### config.mk
export PLATFORM = sky130hd
export DESIGN_NAME = ieeedrv_phgen
export DESIGN_NICKNAME = d
export VERILOG_FILES = /design/src/rtl/ieeedrv_pkg.sv /design/src/rtl/ieeedrv_frac_div.sv /design/src/rtl/ieeedrv_phgen_chk.sv /design/src/rtl/ieeedrv_phgen.sv
export SDC_FILE = /design/constraint.sdc
export NUM_CORES = 1
export LEC_CHECK = 0
export CAP_MARGIN = 10
export CORE_MARGIN = 2
export CORE_UTILIZATION = 43
export CTS_BUF_LIST = sky130_fd_sc_hd__clkbuf_16
export CTS_CLUSTER_SIZE = 8
export DETAILED_ROUTE_END_ITERATION = 10
export GPL_TIMING_DRIVEN = 1
export SKIP_CTS_REPAIR_TIMING = 1
export SLEW_MARGIN = 40
export SYNTH_ARGS = -nofsm -noshare
export SYNTH_HDL_FRONTEND = slang
export SYNTH_SLANG_ARGS = --single-unit
### constraint.sdc
create_clock -name clk -period 12.4 [get_ports clk]
set_input_delay 2.48 -clock clk [delete_from_list [all_inputs] [get_ports clk]]
set_output_delay 2.48 -clock clk [all_outputs]
set_load 0.005 [all_outputs]
### src/rtl/ieeedrv_pkg.sv
// Shared definitions for the IEEE drive subsystem: phase generator state
// encoding and the ROM time-multiplexer slot spacing it must honour.
package ieeedrv_pkg;

  // Phase generator FSM states.
  typedef enum logic [1:0] {
    RUN_LO = 2'd0,
    RUN_HI = 2'd1,
    PAUSED = 2'd2
  } phgen_state_t;

  // Clocks the ROM mux needs between two ph2 pulses to finish its slot walk.
  localparam int unsigned IEEEDRV_ROMMUX_MIN_GAP = 32'd8;

  // Accumulator increment in Hz: two half-phases per CPU cycle, doubled in turbo.
  function automatic int unsigned phgen_step_hz(input logic turbo_i,
                                                input int unsigned cpu_hz_i);
    if (turbo_i) begin
      return 32'd4 * cpu_hz_i;
    end else begin
      return 32'd2 * cpu_hz_i;
    end
  endfunction

endpackage

### src/rtl/ieeedrv_frac_div.sv
// Fractional clock divider: adds step_i every enabled clock and fires ev_o
// whenever the running sum reaches mod_i, keeping the remainder so the long
// term event rate is exactly step_i/mod_i of the clock.
module ieeedrv_frac_div #(
  parameter int unsigned ACC_W = 32'd26
) (
  input  logic             clk,
  input  logic             reset_n,
  input  logic             en_i,
  input  logic             clr_i,
  input  logic [ACC_W-1:0] step_i,
  input  logic [ACC_W-1:0] mod_i,
  output logic             ev_o
);

  logic [ACC_W-1:0] acc_q;
  logic [ACC_W-1:0] acc_d;
  logic [ACC_W:0]   sum_s;

  // Sum and event detection; kept apart from the next-state logic so the
  // clear path that depends on ev_o does not form a loop through this block.
  always_comb begin
    sum_s = {1'b0, acc_q} + {1'b0, step_i};
    if (en_i && (sum_s >= {1'b0, mod_i})) begin
      ev_o = 1'b1;
    end else begin
      ev_o = 1'b0;
    end
  end

  // Next accumulator value: clear wins, otherwise wrap on event or accumulate.
  always_comb begin
    acc_d = acc_q;
    if (clr_i) begin
      acc_d = '0;
    end else if (!en_i) begin
      acc_d = acc_q;
    end else if (ev_o) begin
      acc_d = sum_s[ACC_W-1:0] - mod_i;
    end else begin
      acc_d = sum_s[ACC_W-1:0];
    end
  end

  // Accumulator register with synchronous active-low reset.
  always_ff @(posedge clk) begin
    if (!reset_n) begin
      acc_q <= '0;
    end else begin
      acc_q <= acc_d;
    end
  end

endmodule

### src/rtl/ieeedrv_phgen_chk.sv
// Simulation-only protocol checks on the phase strobes: ph1/ph2 exclusive
// and ph2 pulses spaced far enough apart for the ROM mux.
module ieeedrv_phgen_chk #(
  parameter int unsigned MIN_GAP = 32'd8
) (
  input logic clk,
  input logic reset_n,
  input logic ph1_i,
  input logic ph2_i
);

  logic [15:0] gap_q;
  logic        seen_q;

  // Clocks elapsed since the most recent ph2 (saturating), and whether one occurred.
  always_ff @(posedge clk) begin
    if (!reset_n) begin
      gap_q  <= 16'd0;
      seen_q <= 1'b0;
    end else if (ph2_i) begin
      gap_q  <= 16'd1;
      seen_q <= 1'b1;
    end else if (gap_q != 16'hFFFF) begin
      gap_q  <= gap_q + 16'd1;
    end else begin
      gap_q  <= gap_q;
    end
  end

  a_ph_exclusive: assert property (@(posedge clk) disable iff (!reset_n)
    !(ph1_i && ph2_i));

  a_ph2_min_gap: assert property (@(posedge clk) disable iff (!reset_n)
    (ph2_i && seen_q) |-> (gap_q >= 16'(MIN_GAP)));

endmodule

### src/rtl/ieeedrv_phgen.sv
// Drive-CPU phase generator: turns the system clock into ph1/ph2 strobes and
// the phi2 level at an exact long-term CPU rate, with pause/ack for host
// image access and a turbo (double rate) mode latched at ph2 boundaries.
module ieeedrv_phgen
  import ieeedrv_pkg::*;
#(
  parameter int unsigned CLK_HZ  = 32'd32000000,
  parameter int unsigned CPU_HZ  = 32'd1000000,
  parameter int unsigned ACC_W   = 32'd26,
  parameter int unsigned MIN_GAP = IEEEDRV_ROMMUX_MIN_GAP
) (
  input  logic        clk,
  input  logic        reset_n,
  input  logic        turbo,
  input  logic        pause_req,
  output logic        pause_ack,
  output logic        ph1,
  output logic        ph2,
  output logic        phi2_lvl,
  output logic [31:0] cyc_cnt
);

  localparam logic [ACC_W-1:0] MOD_HZ  = ACC_W'(CLK_HZ);
  localparam logic [ACC_W-1:0] STEP_LO = ACC_W'(phgen_step_hz(1'b0, CPU_HZ));
  localparam logic [ACC_W-1:0] STEP_HI = ACC_W'(phgen_step_hz(1'b1, CPU_HZ));

  // Turbo ph2 spacing must still leave the ROM mux its full slot sequence,
  // and the accumulator must hold the largest transient sum.
  if ((CLK_HZ / (32'd4 * CPU_HZ)) < (MIN_GAP / 32'd2)) begin : g_gap_too_small
    $fatal(1, "ieeedrv_phgen: CLK_HZ/CPU_HZ ratio too small for MIN_GAP");
  end
  if ((64'd1 << ACC_W) <= (64'(CLK_HZ) + 64'd4 * 64'(CPU_HZ))) begin : g_acc_too_narrow
    $fatal(1, "ieeedrv_phgen: ACC_W too narrow for CLK_HZ + 4*CPU_HZ");
  end

  phgen_state_t     state_q, state_d;
  logic             turbo_q, turbo_d;
  logic             ph1_q, ph1_d;
  logic             ph2_q, ph2_d;
  logic             phi2_q, phi2_d;
  logic             ack_q, ack_d;
  logic [31:0]      cnt_q, cnt_d;

  logic             ev_s;
  logic             en_s;
  logic             clr_s;
  logic [ACC_W-1:0] step_s;

  // The divider runs except while halted; entering a pause restarts it from
  // zero so the resume half-period is a clean full length.
  assign en_s   = (state_q != PAUSED);
  assign step_s = turbo_q ? STEP_HI : STEP_LO;
  assign clr_s  = (state_q == RUN_HI) && ev_s && pause_req;

  ieeedrv_frac_div #(
    .ACC_W (ACC_W)
  ) u_div (
    .clk     (clk),
    .reset_n (reset_n),
    .en_i    (en_s),
    .clr_i   (clr_s),
    .step_i  (step_s),
    .mod_i   (MOD_HZ),
    .ev_o    (ev_s)
  );

  // Phase FSM next-state and registered-output values.
  always_comb begin
    state_d = state_q;
    turbo_d = turbo_q;
    ph1_d   = 1'b0;
    ph2_d   = 1'b0;
    phi2_d  = phi2_q;
    ack_d   = ack_q;
    cnt_d   = cnt_q;
    case (state_q)
      RUN_LO: begin
        if (ev_s) begin
          ph1_d   = 1'b1;
          phi2_d  = 1'b0;
          state_d = RUN_HI;
        end else begin
          state_d = RUN_LO;
        end
      end
      RUN_HI: begin
        if (ev_s) begin
          ph2_d   = 1'b1;
          phi2_d  = 1'b1;
          cnt_d   = cnt_q + 32'd1;
          turbo_d = turbo;
          if (pause_req) begin
            ack_d   = 1'b1;
            state_d = PAUSED;
          end else begin
            state_d = RUN_LO;
          end
        end else begin
          state_d = RUN_HI;
        end
      end
      PAUSED: begin
        if (!pause_req) begin
          ack_d   = 1'b0;
          state_d = RUN_LO;
        end else begin
          state_d = PAUSED;
        end
      end
      default: begin
        state_d = RUN_LO;
      end
    endcase
  end

  // State and output registers; reset overrides any half-cycle or pause.
  always_ff @(posedge clk) begin
    if (!reset_n) begin
      state_q <= RUN_LO;
      turbo_q <= 1'b0;
      ph1_q   <= 1'b0;
      ph2_q   <= 1'b0;
      phi2_q  <= 1'b0;
      ack_q   <= 1'b0;
      cnt_q   <= 32'd0;
    end else begin
      state_q <= state_d;
      turbo_q <= turbo_d;
      ph1_q   <= ph1_d;
      ph2_q   <= ph2_d;
      phi2_q  <= phi2_d;
      ack_q   <= ack_d;
      cnt_q   <= cnt_d;
    end
  end

  assign ph1       = ph1_q;
  assign ph2       = ph2_q;
  assign phi2_lvl  = phi2_q;
  assign pause_ack = ack_q;
  assign cyc_cnt   = cnt_q;

  ieeedrv_phgen_chk #(
    .MIN_GAP (MIN_GAP)
  ) u_chk (
    .clk     (clk),
    .reset_n (reset_n),
    .ph1_i   (ph1_q),
    .ph2_i   (ph2_q)
  );

endmodule

# == After elaboration in Yosys (flattened, before gate mapping) ==
# Cells that the tools add are included.
# totals
register_bits,65
wordCells,47
output_inout_bits,36
inputBits,4
# classes
muxes,15
eq_ne,7
n_reduce_logical,12
bitwise_logic,1
n_lt_le_gt_ge,1
addsub,3
# ops
op,count
$add A32 B1 Y32 const B,1
$add A26 B22 Y27,1
$ge A27 B25 Y1 const B,1
$mux W26,1
$sub A26 B25 Y26 const B,1
$mux W22,1
$ne A2 B2 Y1 const B,5
$mux W1,8
$pmux W2 S3,1
$reduce_and A2 Y1,3
$mux W2,2
$pmux W1 S2,2
$reduce_and A4 Y1,1
$reduce_bool A2 Y1,2
$logic_and A1 B1 Y1,3
$reduce_and A3 Y1,1
$eq A2 B1 Y1 const B,1
$eq A2 B2 Y1 const B,1
$logic_not A2 Y1,1
$reduce_or A2 Y1,1
$not A1 Y1,1

# == Logic depth before layout (Yosys ltp) ==
# logic_depth
word_depth,8
depth_mapped,19
ltp_nobuf,18

# == By module ==
# Synthesis repeated with hierarchy kept, for this count alone.
# hier_totals
cells_unflattened,735
area_unflattened_um2,5739.3
# modules_own_cells
mod,area_per_inst_um2,instances,cells_per_inst,seq_area_each_um2
ieeedrv_frac_div,3788.6,1,521,520.5
ieeedrv_phgen,1950.6,1,214,780.7

# == Worst setup path after synthesis ==
# No wires, ideal clock.
# synth_path
kind,register to register
from,register turbo_q
to,register cnt_q[15] (netlist: cyc_cnt[15])
period_less_slack_ns,3.963
setup_time_ns,0.115
stages_incl_launch_ff,20
t_required_ns,12.285
t_arrival_ns,3.849
slack_ns,8.437
path_buffers,2
path_cell_list,dfxtp_1 > inv_1 > ha_1 > inv_1 > fa_1 > inv_1 > a31oi_1 > xnor2_1 > ha_1 > nand3_1 > or4_1 > a32oi_1 > o211a_1 > o2111ai_4 > and2_1 > buf_6 > buf_8 > nor4_2 > xor2_1 > and2_1
# synth_via
elab_chain_len,6
# synth_rtl
element,line,source
start: declaration,ieeedrv_phgen.sv:37,"logic turbo_q, turbo_d;"
start signal: assignment,ieeedrv_phgen.sv:128,turbo_q <= turbo_d;
$mux W22,ieeedrv_phgen.sv:52,assign step_s = turbo_q ? STEP_HI : STEP_LO;
$add A26 B22 Y27,ieeedrv_frac_div.sv:23,"sum_s = {1'b0, acc_q} + {1'b0, step_i};"
$ge A27 B25 Y1,ieeedrv_frac_div.sv:24,"if (en_i && (sum_s >= {1'b0, mod_i})) begin"
$logic_and A1 B1 Y1,ieeedrv_frac_div.sv:24,
$mux W1,ieeedrv_frac_div.sv:24,
$reduce_and A2 Y1 (no source line),-,
end signal: assignment,ieeedrv_phgen.sv:133,cnt_q <= cnt_d;
end: declaration,ieeedrv_phgen.sv:42,"logic [31:0] cnt_q, cnt_d;"
# Every way passes these cells.
# A chain may end at the register's enable or synchronous reset.

# == Worst setup path after layout ==
# layout_path
from,register turbo_q
to,register u_div.acc_q[23]
# layout_via
elab_chain_len,8
elab_cells_between_ends,10
classes_between,2 x add/sub; 1 x order compare; 3 x mux; 4 x reduce/logical
# layout_rtl
element,line,source
$mux W22 (*),ieeedrv_phgen.sv:52,
$add A26 B22 Y27 (*),ieeedrv_frac_div.sv:23,
$ge A27 B25 Y1,ieeedrv_frac_div.sv:24,
$logic_and A1 B1 Y1,ieeedrv_frac_div.sv:24,
$mux W1,ieeedrv_frac_div.sv:24,
$logic_and A1 B1 Y1 (2 in series),ieeedrv_phgen.sv:53,assign clr_s = (state_q == RUN_HI) && ev_s && pause_req;
$reduce_or A2 Y1 (no source line),-,
end signal: assignment,ieeedrv_frac_div.sv:48,acc_q <= '0;
end signal: assignment,ieeedrv_frac_div.sv:50,acc_q <= acc_d;
end: declaration,ieeedrv_frac_div.sv:16,logic [ACC_W-1:0] acc_q;
# Mark *: on every way between the ends. The rest lies on a longest branch, timed or not.

==> out/summary.md <==
Layout
- share of final-layout standard cells stronger than drive strength 1: 13.8%
- leading cell type in the layout, fill and taps excluded: sky130_fd_sc_hd__dfxtp_1
- Antenna diodes: 0
- area added between synthesis and finish: 18.1%
- commonest cells after routing, fill and taps aside: sky130_fd_sc_hd__dfxtp_1, sky130_fd_sc_hd__nand2_1, sky130_fd_sc_hd__clkdlybuf4s50_1
- area occupied by registers: 1160 sq um
- area of the multi-input gates: 2630 sq um
- final net count: 489
- filler cell count in the final layout: 870

Power
- power dissipated by switching net loads: 218 uW
- Reg power frac: 32.6%
- worst supply voltage drop on vdd: 0.104 mV
- Internal: 458 uW
- Leak: 1.82 nW
- clock power share: 38.4%
- power density relative to cell area: 144 nW/um^2
- Power Total: 676 uW
- switching fraction of total power: 32.2%
- combinational share of power: 28.9%

Global route
- Remaining Overflow, GRT: 0
- antenna violations before repair: 0
- vias in the first global route: 2948
- pin count of the biggest net entering global routing: 42
- total global routing track utilization: 18.2%
- wire length of the first global-routing pass: 14700 um

Worst setup path
- launch instance of the worst register-to-register path: turbo_q
- cell with the largest stage delay on the worst path: sky130_fd_sc_hd__a21oi_2
- Reg2Reg Setup Slack: 7.50 ns
- required time at the worst-slack endpoint: 12.61 ns
- reg2reg path depth: 15
- worst setup path endpoint: u_div.acc_q[23]
- Critical Path Fanout Max: 17
- reg2reg end: u_div.acc_q[23]
- worst path arrival time: 5.11 ns
- series of cell instances along the critical path: inv_1 > ha_1 > nand3_1 > o21ai_2 > xnor2_1 > ha_1 > nand3_1 > or4_1 > a32oi_1 > o211a_1 > o2111ai_4 > a21oi_2 > a21bo_2 > a2111o_1 > o21ai_0
- endpoint class of the critical path: register
- number of cells on the critical path: 15
- critical path launch point: turbo_q
- Top delay family on crit path: compound AO/OA/AOI/OAI gates
- Critical Setup Path Class: reg2reg
- combined buffer and inverter count along the critical path: 1
- stage delay of the slowest cell on the critical path: 0.57 ns
- Setup crit start kind: register

STA
- Max-slew headroom: 45.5%
- final-report max-slew violation count: 0
- Final Critical Period: 4.90 ns
- setup TNS after final layout: 0 ns
- count of endpoints failing hold in the final timing report: 0
- final clock period utilization by the worst path: 39.5%
- post-route clock skew: 0.00927 ns
- Fmax achieved: 0.204 GHz
- number of setup violations in the final report: 0
- Worst-Margin Slew: 0.815 ns
- RSZ-0062 raised after global routing: no

Route
- DRT Pass-1 Iters: 4
- total detailed-routing wirelength: 8720 um
- 1st-iter DRT viols: 129
- via count: 3256
- number of nets with antenna violations after routing: 0
- Via density: 5.53
- mean routed wirelength per cell: 14.8 um
- DRC violation count after routing: 0

Flow run
- max-capacitance violation count: 0

Die
- standard cell core area: 9110 sq um
- IO Count: 40
- Initial Util: 43.6%
- Die W: 100 um
- die boundary height: 100 um
- area of the die: 10000 sq um
- Core Rows: 35

Synth
- area of the mapped netlist: 3970 sq um
- fraction of the yosys area taken by sequential cells: 29.2%
- synthesized netlist net count: 460
- Synth Warn #: 0
- largest area contributor in the netlist: sky130_fd_sc_hd__dfxtp_1
- Async SR Flop Fraction: 0%
- Post-Syn Area per Cell: 8.94 sq um
- Primary FF master, synth: sky130_fd_sc_hd__dfxtp_1
- share of Yosys cell area claimed by the top area cell type: 29.2%
- Mapped Cells: 444
- number of enable-type register cells in the synthesized netlist: 0
- number of distinct standard cells referenced by the synthesized netlist: 71
- Synth Register Bits: 58
- largest cells by area after synthesis: sky130_fd_sc_hd__dfxtp_1, sky130_fd_sc_hd__xor2_1, sky130_fd_sc_hd__and2_1, sky130_fd_sc_hd__nand2_1, sky130_fd_sc_hd__nor4_2

Clock tree
- clock-pin slew of the registers on the worst-case setup and hold paths: 0.06 ns
- TritonCTS Buffers: 9
- clock tree from TritonCTS: done
- number of clock sinks seen by CTS: 58
- number of H-tree branching levels: 3
- source-to-sink clock delay at the later pin of the worst-skew pair: 0.32 ns
- maximum clock insertion buffer count: 2
- master cell of the clock root buffer: sky130_fd_sc_hd__clkbuf_16

Min path
- hold path depth: 2
- path type of the worst min-delay path: reg2reg

Status
- outcome: finished clean

Place
- HPWL after detailed placement: 6180 um
- Placer Congestion: 0.805
- port bufs: 39

-- state kept, by name, summed over array words and instances (netlist names) --
signal,flops
cyc_cnt,32
pause_ack,1
ph1,1
ph2,1
phi2_lvl,1
state_q,2
turbo_q,1
u_div.acc_q,19
-- cell type report --
| cell class | count | area share, % |
|---|---|---|
| Timing Repair Buffer | 41 | 8.54 |
| Inverter | 13 | 1.04 |
| Sequential cell | 58 | 24.8 |
| Clock buffer | 9 | 4.80 |
| Multi-Input combinational cell | 350 | 56.1 |
| Clock inverter | 7 | 1.81 |
| Tap cell | 111 | 2.96 |
-- stage by stage --
stage / instances / hold slack (ns) / worst slack [ns] / cell area (sq um) / utilization (%)
global route: 589 / 0.476 / 7.22 / 4690 / 51.5
floorplan: 444 / 0.436 / 8.44 / 3970 / -
finish: 589 / 0.460 / 7.50 / 4690 / 51.5
global placement: 573 / 0.448 / 7.69 / 4390 / 48.1
detailed placement: 573 / 0.454 / 7.61 / 4380 / 48.1
CTS: 589 / 0.461 / 7.60 / 4690 / 51.5
-- cells in the mapped netlist (4+ instances only) --
master	instances
sky130_fd_sc_hd__or3_1	4
sky130_fd_sc_hd__nor3_1	7
sky130_fd_sc_hd__a211oi_1	5
sky130_fd_sc_hd__nor3b_1	4
sky130_fd_sc_hd__xnor2_1	16
sky130_fd_sc_hd__a31oi_1	5
sky130_fd_sc_hd__nand2b_1	5
sky130_fd_sc_hd__nand2_1	41
sky130_fd_sc_hd__xor2_1	32
sky130_fd_sc_hd__ha_1	11
sky130_fd_sc_hd__inv_1	13
sky130_fd_sc_hd__clkbuf_1	14
sky130_fd_sc_hd__and3_1	6
sky130_fd_sc_hd__a21oi_1	26
sky130_fd_sc_hd__o21ai_0	14
sky130_fd_sc_hd__nor2_1	22
sky130_fd_sc_hd__dfxtp_1	58
sky130_fd_sc_hd__a21boi_0	9
sky130_fd_sc_hd__nor4_2	12
sky130_fd_sc_hd__nor4b_2	7
sky130_fd_sc_hd__nand3_1	10
sky130_fd_sc_hd__nand4_1	8
sky130_fd_sc_hd__nor2b_1	6
sky130_fd_sc_hd__and2_1	37
-- worst min-delay path: cells and delay by family (launching register included) --
kind             cells  cell delay (ns)
AO/OA/AOI/OAI        1             0.05
AND/OR/NAND/NOR      1             0.05
flip-flops           1             0.31
-- power groups by stage --
stage / clock, mW / combinational (mW) / sequential [mW]
detailed placement: 0 / 0.195 / 0.224
global placement: 0 / 0.192 / 0.223
CTS: 0.265 / 0.196 / 0.220
floorplan: 0 / 0.169 / 0.216
finish: 0.260 / 0.196 / 0.220
global route: 0.274 / 0.216 / 0.223
-- cells by family (layout without fill, tap and decap cells) --
logic type / after synthesis / in the layout / synth area share, %
simple gates: 192 / 192 / 32.1
compound gates: 92 / 92 / 17.6
mux: 4 / 4 / 1.13
flops: 58 / 58 / 29.2
buf+inv: 36 / 70 / 4.51
xor+xnor: 50 / 50 / 11.4
fa+ha+maj: 12 / 12 / 3.97
-- per-layer routing --
layer	vias up	global-route usage (%)	share of wire [%]
met5	-	0	0
met4	0	5.58	1.5
met3	10	4.11	3.3
met2	59	29.1	46
met1	1551	24.5	49
li1	1636	-	-
-- worst min path at each step --
stage                          from              end
detailed placement   u_div.acc_q[7]   u_div.acc_q[7]
finish              u_div.acc_q[10]  u_div.acc_q[10]
global placement    u_div.acc_q[15]  u_div.acc_q[15]
global route        u_div.acc_q[10]  u_div.acc_q[10]
floorplan            u_div.acc_q[7]   u_div.acc_q[7]
CTS                  u_div.acc_q[7]   u_div.acc_q[7]
No activity file was read; power rests on OpenSTA's default activity.
